### config.mk
export PLATFORM = sky130hd
export DESIGN_NAME = lieat_axi_mst
export DESIGN_NICKNAME = d
export VERILOG_FILES = /design/src/rtl/lieat_axi_mst.sv
export SDC_FILE = /design/constraint.sdc
export NUM_CORES = 1
export LEC_CHECK = 0
export CORE_MARGIN = 3
export CORE_UTILIZATION = 30
export CTS_BUF_LIST = sky130_fd_sc_hd__clkbuf_4 sky130_fd_sc_hd__clkbuf_8 sky130_fd_sc_hd__clkbuf_16
export DETAILED_ROUTE_END_ITERATION = 10
export DONT_BUFFER_PORTS = 1
export PLACE_DENSITY = 0.54
export SKIP_LAST_GASP = 1
export SYNTH_ARGS = -nofsm -noshare
export SYNTH_HDL_FRONTEND = slang
export SYNTH_SLANG_ARGS = --single-unit
### constraint.sdc
create_clock -name clock -period 6.1 [get_ports clock]
set_input_delay 1.22 -clock clock [delete_from_list [all_inputs] [get_ports clock]]
set_output_delay 1.22 -clock clock [all_outputs]
set_load 0.01 [all_outputs]
### src/rtl/lieat_axi_mst.sv
// Single-outstanding AXI initiator: bridges a valid/ready memory request port onto AR/R/AW/W/B.
// Optional: define LIEAT_AXI_MST_ALIGN_CHK_EN to reject misaligned requests at accept.
`ifndef XLEN
`define XLEN 32
`endif

module lieat_axi_mst #(
    parameter int unsigned TIMEOUT = 256,
    parameter int unsigned ID_W    = 4
) (
    input  logic                  clock,
    input  logic                  reset,
    input  logic                  req_valid,
    output logic                  req_ready,
    input  logic                  req_write,
    input  logic [`XLEN-1:0]      req_addr,
    input  logic [2:0]            req_size,
    input  logic [`XLEN*2-1:0]    req_wdata,
    input  logic [ID_W-1:0]       req_id,
    output logic                  rsp_valid,
    input  logic                  rsp_ready,
    output logic [`XLEN*2-1:0]    rsp_rdata,
    output logic                  rsp_err,
    output logic                  axi_arvalid,
    input  logic                  axi_arready,
    output logic [`XLEN-1:0]      axi_araddr,
    output logic [2:0]            axi_arsize,
    output logic [ID_W-1:0]       axi_arid,
    input  logic                  axi_rvalid,
    output logic                  axi_rready,
    input  logic [`XLEN*2-1:0]    axi_rdata,
    input  logic [ID_W-1:0]       axi_rid,
    output logic                  axi_awvalid,
    input  logic                  axi_awready,
    output logic [`XLEN-1:0]      axi_awaddr,
    output logic [2:0]            axi_awsize,
    output logic [ID_W-1:0]       axi_awid,
    output logic                  axi_wvalid,
    input  logic                  axi_wready,
    output logic [`XLEN*2-1:0]    axi_wdata,
    input  logic                  axi_bvalid,
    output logic                  axi_bready,
    input  logic [1:0]            axi_bresp,
    input  logic [ID_W-1:0]       axi_bid
);

    localparam int unsigned CNT_W = (TIMEOUT > 2) ? $clog2(TIMEOUT) : 1;
    localparam logic [CNT_W-1:0] CNT_LAST = CNT_W'((TIMEOUT > 0) ? TIMEOUT - 1 : 0);

    typedef enum logic [2:0] {StIdle, StAr, StRWait, StAwW, StBWait, StRsp} state_e;

    state_e               state_q;
    logic                 req_ready_q;
    logic                 arvalid_q, awvalid_q, wvalid_q;
    logic                 rready_q, bready_q;
    logic                 aw_done_q, w_done_q;
    logic                 rsp_valid_q, rsp_err_q;
    logic [`XLEN*2-1:0]   rsp_rdata_q;
    logic [`XLEN-1:0]     addr_q;
    logic [2:0]           size_q;
    logic [ID_W-1:0]      id_q;
    logic [`XLEN*2-1:0]   wdata_q;
    logic [CNT_W-1:0]     cnt_q;

    logic req_bad, timeout_hit, aw_hs, w_hs, aw_fin, w_fin;
    logic unused_bid;

    // bid is deliberately not checked against the request ID.
    assign unused_bid = ^axi_bid;

`ifdef LIEAT_AXI_MST_ALIGN_CHK_EN
    logic [2:0] align_mask;
    always_comb begin
        align_mask = 3'b000;
        case (req_size)
            3'd1:    align_mask = 3'b001;
            3'd2:    align_mask = 3'b011;
            3'd3:    align_mask = 3'b111;
            default: align_mask = 3'b000;
        endcase
        req_bad = (req_size > 3'd3) || ((req_addr[2:0] & align_mask) != 3'b000);
    end
`else
    always_comb begin
        req_bad = (req_size > 3'd3);
    end
`endif

    always_comb begin
        timeout_hit = (TIMEOUT != 0) && (cnt_q == CNT_LAST);
        aw_hs       = awvalid_q && axi_awready;
        w_hs        = wvalid_q && axi_wready;
        aw_fin      = aw_done_q || aw_hs;
        w_fin       = w_done_q || w_hs;
    end

    always_ff @(posedge clock or posedge reset) begin
        if (reset) begin
            state_q     <= StIdle;
            req_ready_q <= 1'b1;
            arvalid_q   <= 1'b0;
            awvalid_q   <= 1'b0;
            wvalid_q    <= 1'b0;
            rready_q    <= 1'b0;
            bready_q    <= 1'b0;
            aw_done_q   <= 1'b0;
            w_done_q    <= 1'b0;
            rsp_valid_q <= 1'b0;
            rsp_err_q   <= 1'b0;
            rsp_rdata_q <= '0;
            addr_q      <= '0;
            size_q      <= '0;
            id_q        <= '0;
            wdata_q     <= '0;
            cnt_q       <= '0;
        end else begin
            // Always sink R/B so stray or late beats never stall the responder.
            rready_q <= 1'b1;
            bready_q <= 1'b1;
            case (state_q)
                StIdle: begin
                    if (req_valid) begin
                        addr_q      <= req_addr;
                        size_q      <= req_size;
                        id_q        <= req_id;
                        wdata_q     <= req_wdata;
                        req_ready_q <= 1'b0;
                        rsp_err_q   <= 1'b0;
                        rsp_rdata_q <= '0;
                        if (req_bad) begin
                            rsp_valid_q <= 1'b1;
                            rsp_err_q   <= 1'b1;
                            state_q     <= StRsp;
                        end else if (req_write) begin
                            awvalid_q <= 1'b1;
                            wvalid_q  <= 1'b1;
                            aw_done_q <= 1'b0;
                            w_done_q  <= 1'b0;
                            state_q   <= StAwW;
                        end else begin
                            arvalid_q <= 1'b1;
                            state_q   <= StAr;
                        end
                    end
                end
                StAr: begin
                    if (axi_arready) begin
                        arvalid_q <= 1'b0;
                        cnt_q     <= '0;
                        state_q   <= StRWait;
                    end
                end
                StRWait: begin
                    if (axi_rvalid && rready_q) begin
                        rsp_valid_q <= 1'b1;
                        rsp_err_q   <= (axi_rid != id_q);
                        rsp_rdata_q <= (axi_rid != id_q) ? '0 : axi_rdata;
                        state_q     <= StRsp;
                    end else if (timeout_hit) begin
                        rsp_valid_q <= 1'b1;
                        rsp_err_q   <= 1'b1;
                        rsp_rdata_q <= '0;
                        state_q     <= StRsp;
                    end else begin
                        cnt_q <= cnt_q + 1'b1;
                    end
                end
                StAwW: begin
                    if (aw_hs) begin
                        awvalid_q <= 1'b0;
                        aw_done_q <= 1'b1;
                    end
                    if (w_hs) begin
                        wvalid_q <= 1'b0;
                        w_done_q <= 1'b1;
                    end
                    if (aw_fin && w_fin) begin
                        cnt_q   <= '0;
                        state_q <= StBWait;
                    end
                end
                StBWait: begin
                    if (axi_bvalid && bready_q) begin
                        rsp_valid_q <= 1'b1;
                        rsp_err_q   <= axi_bresp[1];
                        state_q     <= StRsp;
                    end else if (timeout_hit) begin
                        rsp_valid_q <= 1'b1;
                        rsp_err_q   <= 1'b1;
                        state_q     <= StRsp;
                    end else begin
                        cnt_q <= cnt_q + 1'b1;
                    end
                end
                StRsp: begin
                    if (rsp_ready) begin
                        rsp_valid_q <= 1'b0;
                        req_ready_q <= 1'b1;
                        state_q     <= StIdle;
                    end
                end
                default: state_q <= StIdle;
            endcase
        end
    end

    assign req_ready   = req_ready_q;
    assign rsp_valid   = rsp_valid_q;
    assign rsp_err     = rsp_err_q;
    assign rsp_rdata   = rsp_rdata_q;
    assign axi_arvalid = arvalid_q;
    assign axi_araddr  = addr_q;
    assign axi_arsize  = size_q;
    assign axi_arid    = id_q;
    assign axi_rready  = rready_q;
    assign axi_awvalid = awvalid_q;
    assign axi_awaddr  = addr_q;
    assign axi_awsize  = size_q;
    assign axi_awid    = id_q;
    assign axi_wvalid  = wvalid_q;
    assign axi_wdata   = wdata_q;
    assign axi_bready  = bready_q;

endmodule

* Word-level counts from Yosys, hierarchy flattened
Index checks and enable logic that the tools add are counted.
Word-level totals: register bits after elaboration 187, word-level logic and storage cells 119
Cells by class: add/subtract/negate cells 1, magnitude comparators 1, eq/ne operators 20, multiplexer cells 56, reduce and logical (&&, ||, !) cells 25
Operators by type and width (number):
- 64-bit 2-to-1 mux | 4
- 64-bit one-hot mux with 2 select lines | 1
- 8-bit 2-to-1 mux | 5
- 8-bit one-hot mux with 4 select lines | 1
- 1-bit 2-to-1 mux | 27
- 3-bit 2-to-1 mux | 8
- 2-bit inequality test (second input constant) | 12
- 5-bit AND reduction | 4
- 3-bit one-hot mux with 6 select lines | 1
- 1-bit one-hot mux with 2 select lines | 6
- 8-bit by 1-bit adder with 8-bit output (second input constant) | 1
- 8-bit equality test (second input constant) | 1
- 4-bit AND reduction | 2
- 2-bit nonzero test | 4
- 4-bit nonzero test | 2
- 3-bit by 2-bit equality test with 1-bit output (second input constant) | 2
- 3-bit equality test (second input constant) | 2
- 3-bit AND reduction | 2
- 1-bit logical AND | 5
- 4-bit inequality test | 1
- 1-bit one-hot mux with 4 select lines | 1
- 2-bit AND reduction | 2
- 3-bit by 1-bit equality test with 1-bit output (second input constant) | 1
- 3-bit by 2-bit greater-than comparator with 1-bit output (second input constant) | 1
- other kinds (6) | 7

* Longest topological paths before layout
word-level depth 5, depth in mapped cells 7, depth with buffers taken out 5

* Worst setup path before layout
Ideal clock, no wire load.
kind input -> register, from in req_valid, to reg wdata_q[10], in the netlist axi_wdata[10], setup time 0.125 ns, data arrival time 2.409 ns, required time 5.975 ns, path slack 3.566 ns, stages on the path 5, cells stage by stage or3b_1 nor2_2 buf_4 buf_4 mux2_2
On the way: longest elaborated chain between the ends 1
RTL lines:
- start, declared | line 13 | input logic req_valid,
- 2-bit AND reduction (no line)
- end signal, assigned | line 126 | wdata_q <= req_wdata;
- end, declared | line 62 | logic [`XLEN*2-1:0] wdata_q;
No other way between the ends. A chain may end at the register's enable or synchronous reset.

* Worst setup path in the final report
from in req_valid, to reg addr_q[19], in the netlist axi_araddr[19]
On the way: longest elaborated chain between the ends 1
RTL lines:
- 2-bit AND reduction (no line)
- end signal, assigned | line 123 | addr_q <= req_addr;
- end, declared | line 59 | logic [`XLEN-1:0] addr_q;
No other way between the ends.

==> flow_metrics.env <==
export IMPL_outcome="finished clean"
export IMPL_ant_nets=0
export IMPL_cts_resized=0
export IMPL_die_w_um=166
export IMPL_setup_viol=0
export IMPL_p_leak_nw=3.58
export IMPL_cp_max_fo=55
export IMPL_rsz0062_at_grt="no"
export IMPL_grt_overflow_total=0
export IMPL_cts_tree="done"
export IMPL_post_cts_setup_buffers=0
export IMPL_worstHoldPathType="flop to flop"
export IMPL_synth_seq_cells=187
export IMPL_yosysSeqAreaShare_pct=61.0
export IMPL_via_per_inst=5.13
export IMPL_synth_cell_type_count=50
export IMPL_nFillCells=2413
export IMPL_clockBufferDepth=2
export IMPL_core_um2=24700
export IMPL_fin_crit_sh_pct=50.2
export IMPL_yosys_warnings=0
export IMPL_vdd_ir_drop_worst_v=0.000178
export IMPL_cts_buffers=17
export IMPL_dp_hpwl_um=13400
export IMPL_clk_pin_slew_ns=0.08
export IMPL_route_detailed_drc=0
export IMPL_drv_cap=0
export IMPL_synth_area_per_cell_um2=14.0
export IMPL_root_buffer="clkbuf_16"
export IMPL_synth_async_reset_ratio_pct=100
export IMPL_antenna_found_initial=2
export IMPL_chipHeight_um=166
export IMPL_cts_hold_buf=0
export IMPL_initial_utilization_pct=31.0
export IMPL_clkLatencyLatePin_ns=0.43
export IMPL_timing_hold_violations_final=0
export IMPL_syn_area_um2=7670
export IMPL_synth_edff_count=0
export IMPL_ys_flop_type="dfrtp_1"
export IMPL_grt_pass1_vias=4667
export IMPL_synth_fp_nets=736
export IMPL_clock_skew_final_ns=0.0155
export IMPL_num_vias=4308
export IMPL_wl_per_cell_um=21.7
export IMPL_fin_hold_ws_ns=0.520
export IMPL_routabilityCongestion=0.796
export IMPL_fin_nets=689
export IMPL_syn2layout_area_growth_pct=8.25
export IMPL_wirelength_um=18200
export IMPL_place_port_buffers=0
export IMPL_dr_pass1_iters=4
export IMPL_start_kind="input pin"
export IMPL_cp_data_required_time_ns=6.41
export IMPL_syn_inst=548
export IMPL_grt_pass1_wl_um=27900
export IMPL_track_usage_pct=12.8
export IMPL_clock_sinks=187
export IMPL_pin_count=401
export IMPL_worstSetupPathType="input pin to flop"
export IMPL_fin_crit_ns=3.06
export IMPL_die_area_um2=27500
export IMPL_arrival_ns=3.37
export IMPL_drive_gt1_share_pct=28.6
export IMPL_timing_fmax_mhz=327
export IMPL_power_density_nw_per_um2=525
export IMPL_tns_ns=0
export IMPL_htree_levels=4
export IMPL_grt_start_max_net_pins=188
export IMPL_drv_slew=0
export IMPL_cp_end_kind="flop"
export IMPL_worst_pin_slew_ns=0.968
export IMPL_rows=57
export IMPL_total_power_mw=4.37
export IMPL_drtIter0Drc=259
export IMPL_relSlewSlack_pct=35.5
==> metal layers <==
layer  vias up  share of wire [%]  GRT usage, %
met5         -                  0             0
met4         0               0.70          3.51
met3         9                 11          6.33
met2       257                 54          23.3
met1      2153                 34          12.9
li1       1889                  -             -
==> sequential cells by signal (all words and copies together), names as in the netlist <==
| signal | count |
|---|---|
| axi_awvalid | 1 |
| axi_bready | 1 |
| rsp_rdata | 64 |
| req_ready | 1 |
| axi_arsize | 3 |
| axi_araddr | 32 |
| axi_wvalid | 1 |
| rsp_err | 1 |
| axi_wdata | 64 |
| axi_arid | 4 |
| w_done_q | 1 |
| axi_arvalid | 1 |
| state_q | 3 |
| cnt_q | 8 |
| rsp_valid | 1 |
| aw_done_q | 1 |
==> per-stage QoR <==
| step | instance area [µm²] | util, % | instances | worst slack, ns |
|---|---|---|---|---|
| after global placement | 7680 | 31.0 | 806 | 2.68 |
| after detailed placement | 7680 | 31.0 | 806 | 2.59 |
| after CTS | 8300 | 33.6 | 838 | 3.06 |
| after floorplan | 7680 | - | 548 | 2.47 |
| final | 8310 | 33.6 | 840 | 3.04 |
| after global routing | 8310 | 33.6 | 840 | 2.94 |
==> where the power goes <==
| group | internal, mW | leakage, nW | switching [mW] |
|---|---|---|---|
| clock | 0.564 | 0.295 | 0.553 |
| sequential | 1.65 | 2.37 | 0.689 |
| combinational | 0.492 | 0.915 | 0.413 |
| total | 2.71 | 3.58 | 1.66 |
==> critical path, cell delays in order <==
cell and delay, ns:
or3b_1 0.39, nor2_4 0.09, buf_4 0.52, buf_4 0.65
mux2_2 0.42
==> cells in the mapped netlist (2+ instances only) <==
master,n,area [µm²]
a41oi_1,3,26.3
nand4_1,3,18.8
buf_4,46,345
nor3b_1,4,30.0
nand3_1,7,35.0
mux2i_1,2,20.0
o32ai_1,2,17.5
dfrtp_1,186,4650
nor2_1,11,41.3
nor4_1,2,12.5
xnor2_1,4,35.0
a21o_1,5,37.5
clkbuf_1,2,7.51
o211ai_1,5,37.5
mux2_2,103,1160
a31oi_1,2,12.5
buf_2,21,105
and3b_1,2,17.5
and3_1,6,37.5
nor3_1,5,25.0
a221oi_1,3,26.3
a21oi_1,10,50.1
a22o_1,65,569
a221o_1,6,60.1
nand2_1,9,33.8
nand2b_1,4,25.0
inv_1,7,26.3
==> logic make-up after synthesis <==
group / share of synthesized area, %
AO/OA/AOI/OAI: 12.4
multiplexers: 15.4
other: 0.0489
adder cells (fa/ha/maj): 0.163
buffers and inverters: 6.50
flip-flops: 61.0
AND/OR/NAND/NOR: 4.04
XOR/XNOR: 0.456
==> cell usage in the layout, fill, tap and decap left out, drive strengths merged, types with 3 or more instances in the layout <==
cell    instances
inv            13
nand2           9
and3            6
a221oi          3
a22o           65
mux2          103
o211ai          5
xnor2           4
buf             5
a21o            5
nor2           12
dfrtp         186
a221o           6
clkinv          7
nand3           7
nand2b          4
nor3            5
clkbuf         17
a21oi          10
a41oi           3
nor3b           4
nand4           3
==> worst paths after layout <==
kind,from,slack (ns),cells past startpoint,end
hold / removal,aw_done_q,0.52,2,aw_done_q
min in group asynchronous,reset,0.95,2,rsp_rdata[48]
setup reg to reg,state_q[1],3.12,5,axi_araddr[19]
setup / recovery,req_valid,3.04,5,axi_araddr[19]
hold reg to reg,aw_done_q,0.52,2,aw_done_q
max in group asynchronous,reset,4.44,2,rsp_valid
==> cell type report <==
| class | instances | area (µm²) | share of cell area [%] |
|---|---|---|---|
| sequential | 187 | 4680 | 56.3 |
| multi-input combinational | 283 | 2520 | 30.3 |
| clock buffer | 17 | 425 | 5.12 |
| tap | 324 | 405 | 4.88 |
| clock inverter | 15 | 195 | 2.35 |
| timing repair buffer | 5 | 50.0 | 0.602 |
| inverter | 7 | 30.0 | 0.361 |
| antenna | 2 | 5.00 | 0.0602 |
No activity file was read; power rests on OpenSTA's default activity.
